==> src/rtl/nrisc_ula_mc.sv <==
// Multi-cycle ALU: single-cycle add/sub/logic, bit-serial shifts and rotates.
// Define NRISC_ULA_MUL_EN to add a shift-add unsigned multiplier on ctrl=1010.
module nrisc_ula_mc #(
    parameter int unsigned TAM = 16,
    parameter int unsigned SHW = $clog2(TAM)
) (
    input  logic           clk,
    input  logic           rst,
    input  logic [TAM-1:0] ULA_A,
    input  logic [TAM-1:0] ULA_B,
    input  logic [3:0]     ULA_ctrl,
    input  logic           ULA_start,
    output logic           ULA_busy,
    output logic           ULA_done,
    output logic [TAM-1:0] ULA_OUT,
    output logic [2:0]     ULA_flags
);
    localparam int unsigned CW = SHW + 1;
    localparam int unsigned TW = TAM + 1;

    typedef enum logic [1:0] {
        IDLE = 2'd0,
        EXEC = 2'd1,
        DONE = 2'd2
    } state_t;

    state_t         state_q, state_d;
    logic [TAM-1:0] a_q, a_d;
    logic [TAM-1:0] b_q, b_d;
    logic [3:0]     ctrl_q, ctrl_d;
    logic           cin_q, cin_d;
    logic [CW-1:0]  cnt_q, cnt_d;
    logic [TAM-1:0] out_q, out_d;
    logic [2:0]     flags_q, flags_d;
    logic           busy_q, done_q;

    logic [TW-1:0]  sum, diff;
    logic [TAM-1:0] shr, shl, res;
    logic           cout, fin;

`ifdef NRISC_ULA_MUL_EN
    logic [TAM-1:0] hi_q, hi_d;
    logic [TW-1:0]  mac;
    logic [TAM-1:0] mlo;

    // One shift-add step: high half accumulates A, low half shifts in the product LSB.
    assign mac = TW'(hi_q) + (b_q[0] ? TW'(a_q) : TW'(0));
    assign mlo = {mac[0], b_q[TAM-1:1]};
`endif

    // Carry-in and borrow-in come from the flag captured at start, only with the modifier.
    assign sum  = TW'(a_q) + TW'(b_q) + TW'(ctrl_q[3] & cin_q);
    assign diff = TW'(a_q) - TW'(b_q) - TW'(ctrl_q[3] & cin_q);
    assign shr  = {ctrl_q[3] & a_q[0], a_q[TAM-1:1]};
    assign shl  = {a_q[TAM-2:0], ctrl_q[3] & a_q[TAM-1]};

    always_comb begin
        state_d = state_q;
        a_d     = a_q;
        b_d     = b_q;
        ctrl_d  = ctrl_q;
        cin_d   = cin_q;
        cnt_d   = cnt_q;
        out_d   = out_q;
        flags_d = flags_q;
        res     = '0;
        cout    = 1'b0;
        fin     = 1'b0;
`ifdef NRISC_ULA_MUL_EN
        hi_d    = hi_q;
`endif
        unique case (state_q)
            IDLE: begin
                if (ULA_start) begin
                    a_d     = ULA_A;
                    b_d     = ULA_B;
                    ctrl_d  = ULA_ctrl;
                    cin_d   = flags_q[0];
                    cnt_d   = CW'(ULA_B[SHW-1:0]);
`ifdef NRISC_ULA_MUL_EN
                    hi_d    = '0;
                    if (ULA_ctrl == 4'b1010) begin
                        cnt_d = CW'(TAM);
                    end
`endif
                    state_d = EXEC;
                end
            end
            EXEC: begin
                fin = 1'b1;
`ifdef NRISC_ULA_MUL_EN
                if (ctrl_q == 4'b1010) begin
                    hi_d  = mac[TAM:1];
                    b_d   = mlo;
                    cnt_d = cnt_q - CW'(1);
                    res   = mlo;
                    cout  = |mac[TAM:1];
                    fin   = (cnt_q == CW'(1));
                end else
`endif
                begin
                    unique case (ctrl_q[2:0])
                        3'b000: begin
                            res  = sum[TAM-1:0];
                            cout = sum[TAM];
                        end
                        3'b001: begin
                            res  = diff[TAM-1:0];
                            cout = diff[TAM];
                        end
                        3'b010: res = a_q & b_q;
                        3'b011: res = a_q | b_q;
                        3'b100: res = a_q ^ b_q;
                        3'b111: res = ~a_q;
                        3'b101, 3'b110: begin
                            // ctrl[0] distinguishes right (101) from left (110).
                            if (cnt_q != '0) begin
                                res   = ctrl_q[0] ? shr : shl;
                                cout  = ctrl_q[0] ? a_q[0] : a_q[TAM-1];
                                a_d   = res;
                                cnt_d = cnt_q - CW'(1);
                                fin   = (cnt_q == CW'(1));
                            end else begin
                                res = a_q;
                            end
                        end
                    endcase
                end
                if (fin) begin
                    out_d   = res;
                    flags_d = {res[TAM-1], res == '0, cout};
                    state_d = DONE;
                end
            end
            DONE: state_d = IDLE;
            default: state_d = IDLE;
        endcase
    end

    always_ff @(posedge clk or negedge rst) begin
        if (!rst) begin
            state_q <= IDLE;
            a_q     <= '0;
            b_q     <= '0;
            ctrl_q  <= '0;
            cin_q   <= 1'b0;
            cnt_q   <= '0;
            out_q   <= '0;
            flags_q <= '0;
            busy_q  <= 1'b0;
            done_q  <= 1'b0;
`ifdef NRISC_ULA_MUL_EN
            hi_q    <= '0;
`endif
        end else begin
            state_q <= state_d;
            a_q     <= a_d;
            b_q     <= b_d;
            ctrl_q  <= ctrl_d;
            cin_q   <= cin_d;
            cnt_q   <= cnt_d;
            out_q   <= out_d;
            flags_q <= flags_d;
            busy_q  <= (state_d == EXEC);
            done_q  <= (state_d == DONE);
`ifdef NRISC_ULA_MUL_EN
            hi_q    <= hi_d;
`endif
        end
    end

    assign ULA_OUT   = out_q;
    assign ULA_flags = flags_q;
    assign ULA_busy  = busy_q;
    assign ULA_done  = done_q;

endmodule

==> config.mk <==
export PLATFORM = sky130hd
export DESIGN_NAME = nrisc_ula_mc
export DESIGN_NICKNAME = d
export VERILOG_FILES = /design/src/rtl/nrisc_ula_mc.sv
export SDC_FILE = /design/constraint.sdc
export NUM_CORES = 1
export LEC_CHECK = 0
export BUFFER_PORTS_ARGS = -buffer_cell sky130_fd_sc_hd__buf_2
export CORE_MARGIN = 5
export CORE_UTILIZATION = 50
export CTS_CLUSTER_DIAMETER = 40
export DETAILED_ROUTE_END_ITERATION = 10
export PLACE_DENSITY = 0.7
export SYNTH_ARGS = -nofsm -noshare
export SYNTH_HDL_FRONTEND = slang
export SYNTH_SLANG_ARGS = --single-unit
export TNS_END_PERCENT = 5
==> constraint.sdc <==
create_clock -name clk -period 3.32 [get_ports clk]
set_input_delay 0.498 -clock clk [delete_from_list [all_inputs] [get_ports clk]]
set_output_delay 0.498 -clock clk [all_outputs]
set_load 0.03 [all_outputs]
==> results.md, run 1 <==
- Run status: finished, violations left
- Failing checks: setup timing
- CTS Sinks: 64
- IO Count: 60
- WL/cell: 20.2 um
- Final setup viols: 1
- Mapped Area: 6000 sq um
- First-pass GRT wire length: 33000 um
- Number of synthesized register bits: 64
- Initial core utilization: 50.4%
- Max Fclk: 295 MHz
- Final WS setup: -0.0658 ns
- DRC: 0
- Worst Setup Path Type: flip-flop to flip-flop
- Global placement routability congestion: 0.963
- Ys flop type: dfrtp_1
- Post-CTS Repair Setup Buffers: 0
- CTS tree: yes
- Number of global-route vias before repair: 6295
- Startpoint Class: flip-flop
- Worst skew pair latency: 0.35 ns
- Number of port buffers: 59
- Fill count: 1120
- RSZ-0062 raised after global routing: yes
- Number of cell rows: 40
- Async set-reset flop share out of synthesis: 100%
- Worst-case clock buffer depth: 2
- Crit path required time: 3.61 ns
- Nets@finish: 979
- GRT Resource Usage Total: 29.2%
- Core area: 11900 sq um
- Clock transition at path regs: 0.07 ns
- Antenna diodes: 0
- Critical-path top delay cell: fa_1
- DR vias/cell: 6.16
- Slew @ Worst Pin: 1.05 ns
- Crit Path Max Fanout: 3
- Period Utilization, post-route: 102%
- Largest delay share family, worst path: simple AND/OR/NAND/NOR gates
- HP Class: input pin to asynchronous set/reset pin
- Vias: 6312
- H-Tree Depth: 3
- Syn Nets: 880
- Arr. time, crit path: 3.68 ns
- Distinct cells, synth: 74
- Post-synth top area share: 26.7%
- Yosys top cell by area: dfrtp_1
- Top cells by count, synth: nand2_1 (95), o21ai_0 (70), inv_1 (68)
- DR iter-0 viols: 504
- DRT Wirelength: 20700 um
- Post-Synthesis Cells: 773
- Die Height: 120 um
- Post-Place Cells: 1008
- Router iterations before antenna repair: 7
- Clk_skew: 0.00923 ns
- CTS Buf Count: 9
- Die ar.: 14300 sq um
- Final hold vios: 0
- Post-CTS Hold Buffers: 0
- Final HPWL DP: 15500 um
- Layout Area Growth over Synthesis: 20.6%
- Post-Layout Cell Count: 1024
- Top-count cell post-synth: nand2_1
- CTS Root Cell: clkbuf_16
- Buffers and inverters on the worst path: 2
- Synth warnings: 0
- Worst Setup End Kind: flip-flop
- Share of the yosys chip area belonging to registers: 26.7%
- Synth area leaders: dfrtp_1 (27%), ha_1 (13%), nand2_1 (5.9%), o21ai_0 (5.8%), a21oi_1 (5.3%)
- Final ANT Viol Nets: 0
- Max_slew headroom: 29.9%
- Layout cell share with drive strength beyond 1: 19.6%
- Post-synth EDFFs: 0
- Max stage delay on crit path: 0.60 ns
- Post-layout min period: 3.39 ns
- Max Cap Viol: 0
- Avg Synthesized Cell Area: 7.77 sq um
- Die width: 120 um
- GR Overflow Total: 0
- Maximum number of pins on one net before global-route repair: 43
- Fin. max-slew vios: 0
- Worst path cell trace: inv_2 -> fa_1 -> inv_1 -> ha_2 -> o21a_1 -> or4_1 -> a21o_1 -> a211oi_2 -> o211ai_1 -> nor4_2 -> nand4_1 -> nor4b_2 -> a31o_1
- Initial antenna violation count: 0
==> metrics by stage <==
stage	area [sq um]	worst slack (ns)	setup TNS [ns]	hold slack, ns	util (%)
after floorplan	6000	0.153	0	0.202	-
after global placement	6830	-0.0418	-0.0508	0.460	57.3
after detailed placement	6830	-0.128	-0.226	0.462	57.3
after CTS	7200	-0.0723	-0.0723	0.341	60.5
after global routing	7240	-0.213	-0.233	0.347	60.8
final	7240	-0.0658	-0.0658	0.335	60.8
==> sequential cells by signal, indices dropped and copies added (netlist names), 2 cells and up <==
name,count
ULA_OUT,16
ULA_flags,2
a_q,16
b_q,16
cnt_q,5
ctrl_q,4
state_q,2
==> layer usage <==
| metal | up-vias | routed length (um) | track usage (%) |
|---|---|---|---|
| met5 | - | 0 | 0 |
| met4 | 0 | 777 | 12.2 |
| met3 | 63 | 1610 | 5.23 |
| met2 | 329 | 9690 | 48.0 |
| met1 | 2981 | 8620 | 38.1 |
| li1 | 2939 | - | - |
==> cell families (layout without fill, tap and decap cells) <==
kind of cell             count (synthesis)  count (layout)  share of synthesized area (%)
AO/OA/AOI/OAI                          261             261                           28.1
AND/OR/NAND/NOR                        242             242                           18.7
buffers and inverters                  109             213                           7.32
adder cells (fa/ha/maj)                 68              68                           14.7
flip-flops                              64              64                           26.7
XOR/XNOR                                17              17                           2.48
multiplexers                            12              12                           2.04
==> path summary, 6_finish.rpt <==
check,start,to,slack [ns],depth (start not counted)
worst max-delay path,a_q[0]$_DFFE_PN0P_,ULA_flags[1]$_DFFE_PN0P_,-0.07,13
worst max register to register,a_q[0]$_DFFE_PN0P_,ULA_flags[1]$_DFFE_PN0P_,-0.07,13
min in group clk,ULA_B[11],b_q[11]$_DFFE_PN0P_,0.34,3
worst min register to register,ULA_OUT[4]$_DFFE_PN0P_,ULA_OUT[4]$_DFFE_PN0P_,0.47,2
worst min-delay path,rst,b_q[10]$_DFFE_PN0P_,0.33,1
max in group asynchronous,rst,cnt_q[3]$_DFFE_PN0P_,2.17,2
==> repair_timing <==
item	CTS	global route
pin swaps	1	3
endpoints found under the setup margin	3	4
resized for setup	6	8
==> layout make-up <==
class                           instances  area, sq um  area share [%]
Clock buffer                           10          239            3.30
Clock inverter                          6          115            1.59
Inverter                               68          255            3.53
Multi-Input combinational cell        600         4020            55.6
Sequential cell                        64         1600            22.1
Tap cell                              147          184            2.54
Timing Repair Buffer                  129          821            11.3
==> cells in the final DEF, fill, tap and decap left out, types with 8 or more instances in the layout <==
cell type   n
o21ai_0    70
ha_1       63
nand2_1    95
inv_1      66
a211oi_1   11
o31ai_1    11
clkbuf_16   9
nor2b_1     9
o22ai_1     9
o211ai_1   11
dfrtp_1    63
a21oi_1    61
xor2_1      8
a31oi_1    10
nor3_1     13
buf_2      59
nand3_1    11
xnor2_1     9
mux2i_1    10
nor2_1     67
nand2b_1   11
buf_4      70
Power of run 1 is left out: the tool's default activity adds up to more than one toggle a clock period on the data nets, which glitch-free logic cannot reach.
==> inputs of run 2 (changes only) <==
--- a/config.mk
+++ b/config.mk
@@ -5,11 +5,12 @@
 export SDC_FILE = /design/constraint.sdc
 export NUM_CORES = 1
 export LEC_CHECK = 0
-export BUFFER_PORTS_ARGS = -buffer_cell sky130_fd_sc_hd__buf_2
+export BUFFER_PORTS_ARGS = -buffer_cell sky130_fd_sc_hd__clkbuf_2
 export CORE_MARGIN = 5
 export CORE_UTILIZATION = 50
 export CTS_CLUSTER_DIAMETER = 40
 export DETAILED_ROUTE_END_ITERATION = 10
+export MAX_ROUTING_LAYER = met4
 export PLACE_DENSITY = 0.7
 export SYNTH_ARGS = -nofsm -noshare
 export SYNTH_HDL_FRONTEND = slang
==> results.md, run 2 (synthesis gave the netlist of run 1 again) <==
- First-pass GRT wire length: 33200 um
- CTS Root Cell: clkbuf_16
- Commonest non-fill, non-tap cell in the layout: nand2_1
- Startpoint Class: flip-flop
- Layout cell share with drive strength beyond 1: 20.2%
- DRT Wirelength: 20800 um
- Max Cap Viol: 0
- Worst-case clock buffer depth: 2
- Post-DP Area: 6920 sq um
- Final WS setup: 0.0550 ns
- Vias: 6142
- Fin. max-slew vios: 0
- Post-layout min period: 3.26 ns
- Number of cell rows: 40
- Worst Setup Path Type: flip-flop to flip-flop
- Initial core utilization: 50.4%
- H-Tree Depth: 3
- Pre-CTS WS: -0.132 ns
- Final HPWL DP: 16000 um
- Final setup viols: 0
- Final hold vios: 0
- CTS Buf Count: 9
- IO Count: 60
- Nets@finish: 991
- Period Utilization, post-route: 98.3%
- Number of port buffers: 59
- Maximum number of pins on one net before global-route repair: 42
- RSZ-0062 raised after global routing: yes
- Global placement routability congestion: 0.962
- Arr. time, crit path: 3.55 ns
- Number of global-route vias before repair: 6100
- Initial antenna violation count: 0
- HP Class: input pin to asynchronous set/reset pin
- CTS Sinks: 64
- Post-Place Cells: 1020
- Die Height: 120 um
- Final ANT Viol Nets: 0
- Worst Setup End Kind: flip-flop
- DR iter-0 viols: 549
- Clk_skew: 0.00826 ns
- GRT Resource Usage Total: 30.7%
- Worst skew pair latency: 0.35 ns
- Crit path required time: 3.61 ns
- Post-Layout Cell Count: 1036
- DRC: 0
- Commonest non-fill, non-tap cells in the layout: nand2_1 (95), buf_4 (82), o21ai_0 (69), inv_1 (67), nor2_1 (67)
- CTS tree: yes
- Die ar.: 14300 sq um
- Run status: finished, final reports clean
- Die width: 120 um
- Crit Path Max Fanout: 5
- Max_slew headroom: 38.7%
- Router iterations before antenna repair: 7
- Post-CTS Hold Buffers: 0
- Fill count: 1126
- Core area: 11900 sq um
- Antenna diodes: 0
- Layout Area Growth over Synthesis: 21.1%
- Slew @ Worst Pin: 0.919 ns
- Design Area, Final: 7270 sq um
- DR vias/cell: 5.93
- WL/cell: 20.1 um
- Clock transition at path regs: 0.06 ns
- Max Fclk: 306 MHz
- GR Overflow Total: 0
[run 2: cell types whose count changed in the layout (fill, tap and decap cells not counted), sizes merged]
cell / previous run / this run
clkinvlp: 1 / 2
bufinv: 3 / 1
clkbuf: 10 / 68
buf: 129 / 83
clkinv: 1 / 2
[run 2: timing repair]
action,CTS,global route
hold endpoints to repair,0,0
buffers inserted,0,0
setup endpoints to repair,2,4
cloned,0,0
pin swaps,2,2
resized for setup,5,6
[run 2: area by class of cell]
class	instances	area, sq um	area share [%]
clock buffer	10	239	3.29
clock inverter	6	67.6	0.929
inverter	68	255	3.51
multi-input combinational	600	4010	55.2
sequential	64	1600	22.0
tap	147	184	2.53
timing repair buffer	141	911	12.5
[run 2: metrics by stage]
step	TNS (ns)	hold WS, ns	util (%)
6_report	0	0.180	61.0
5_1_grt	-0.147	0.250	61.0
4_1_cts	-0.0100	0.196	60.9
3_5_place_dp	-0.139	0.467	58.1
3_3_place_gp	-0.131	0.460	58.1
2_1_floorplan	0	0.202	-
[run 2: per-layer routing]
layer	vias to the layer above	track usage (%)	wire length [um]	share of wire, %
met4	0	13.0	796	3.8
met3	46	4.71	1200	5.7
met5	-	-	0	0
met1	2915	39.3	9070	44
li1	2972	-	-	-
met2	209	48.6	9760	47
[run 2: worst max-delay path, cell delays in order, from the launching register on]
cell,delay [ns]
dfrtp_1,0.41
inv_1,0.16
ha_1,0.28
ha_1,0.29
or4_4,0.44
o221a_4,0.27
a21oi_1,0.20
mux2i_1,0.21
o221ai_1,0.12
o21ai_0,0.14
nand4_1,0.20
nor4b_2,0.31
a31o_1,0.18
[run 2: final timing paths]
kind | cells after the start | slack [ns] | to | from
min in group clk | 3 | 0.35 | b_q[12]$_DFFE_PN0P_ | ULA_B[12]
worst min-delay path | 1 | 0.18 | a_q[9]$_DFFE_PN0P_ | rst
worst max-delay path | 12 | 0.06 | ULA_flags[1]$_DFFE_PN0P_ | a_q[4]$_DFFE_PN0P_
max in group asynchronous | 2 | 2.39 | b_q[15]$_DFFE_PN0P_ | rst
worst max register to register | 12 | 0.06 | ULA_flags[1]$_DFFE_PN0P_ | a_q[4]$_DFFE_PN0P_
worst min register to register | 2 | 0.48 | ULA_OUT[6]$_DFFE_PN0P_ | ULA_OUT[6]$_DFFE_PN0P_
Power of run 2 is left out for the same reason.
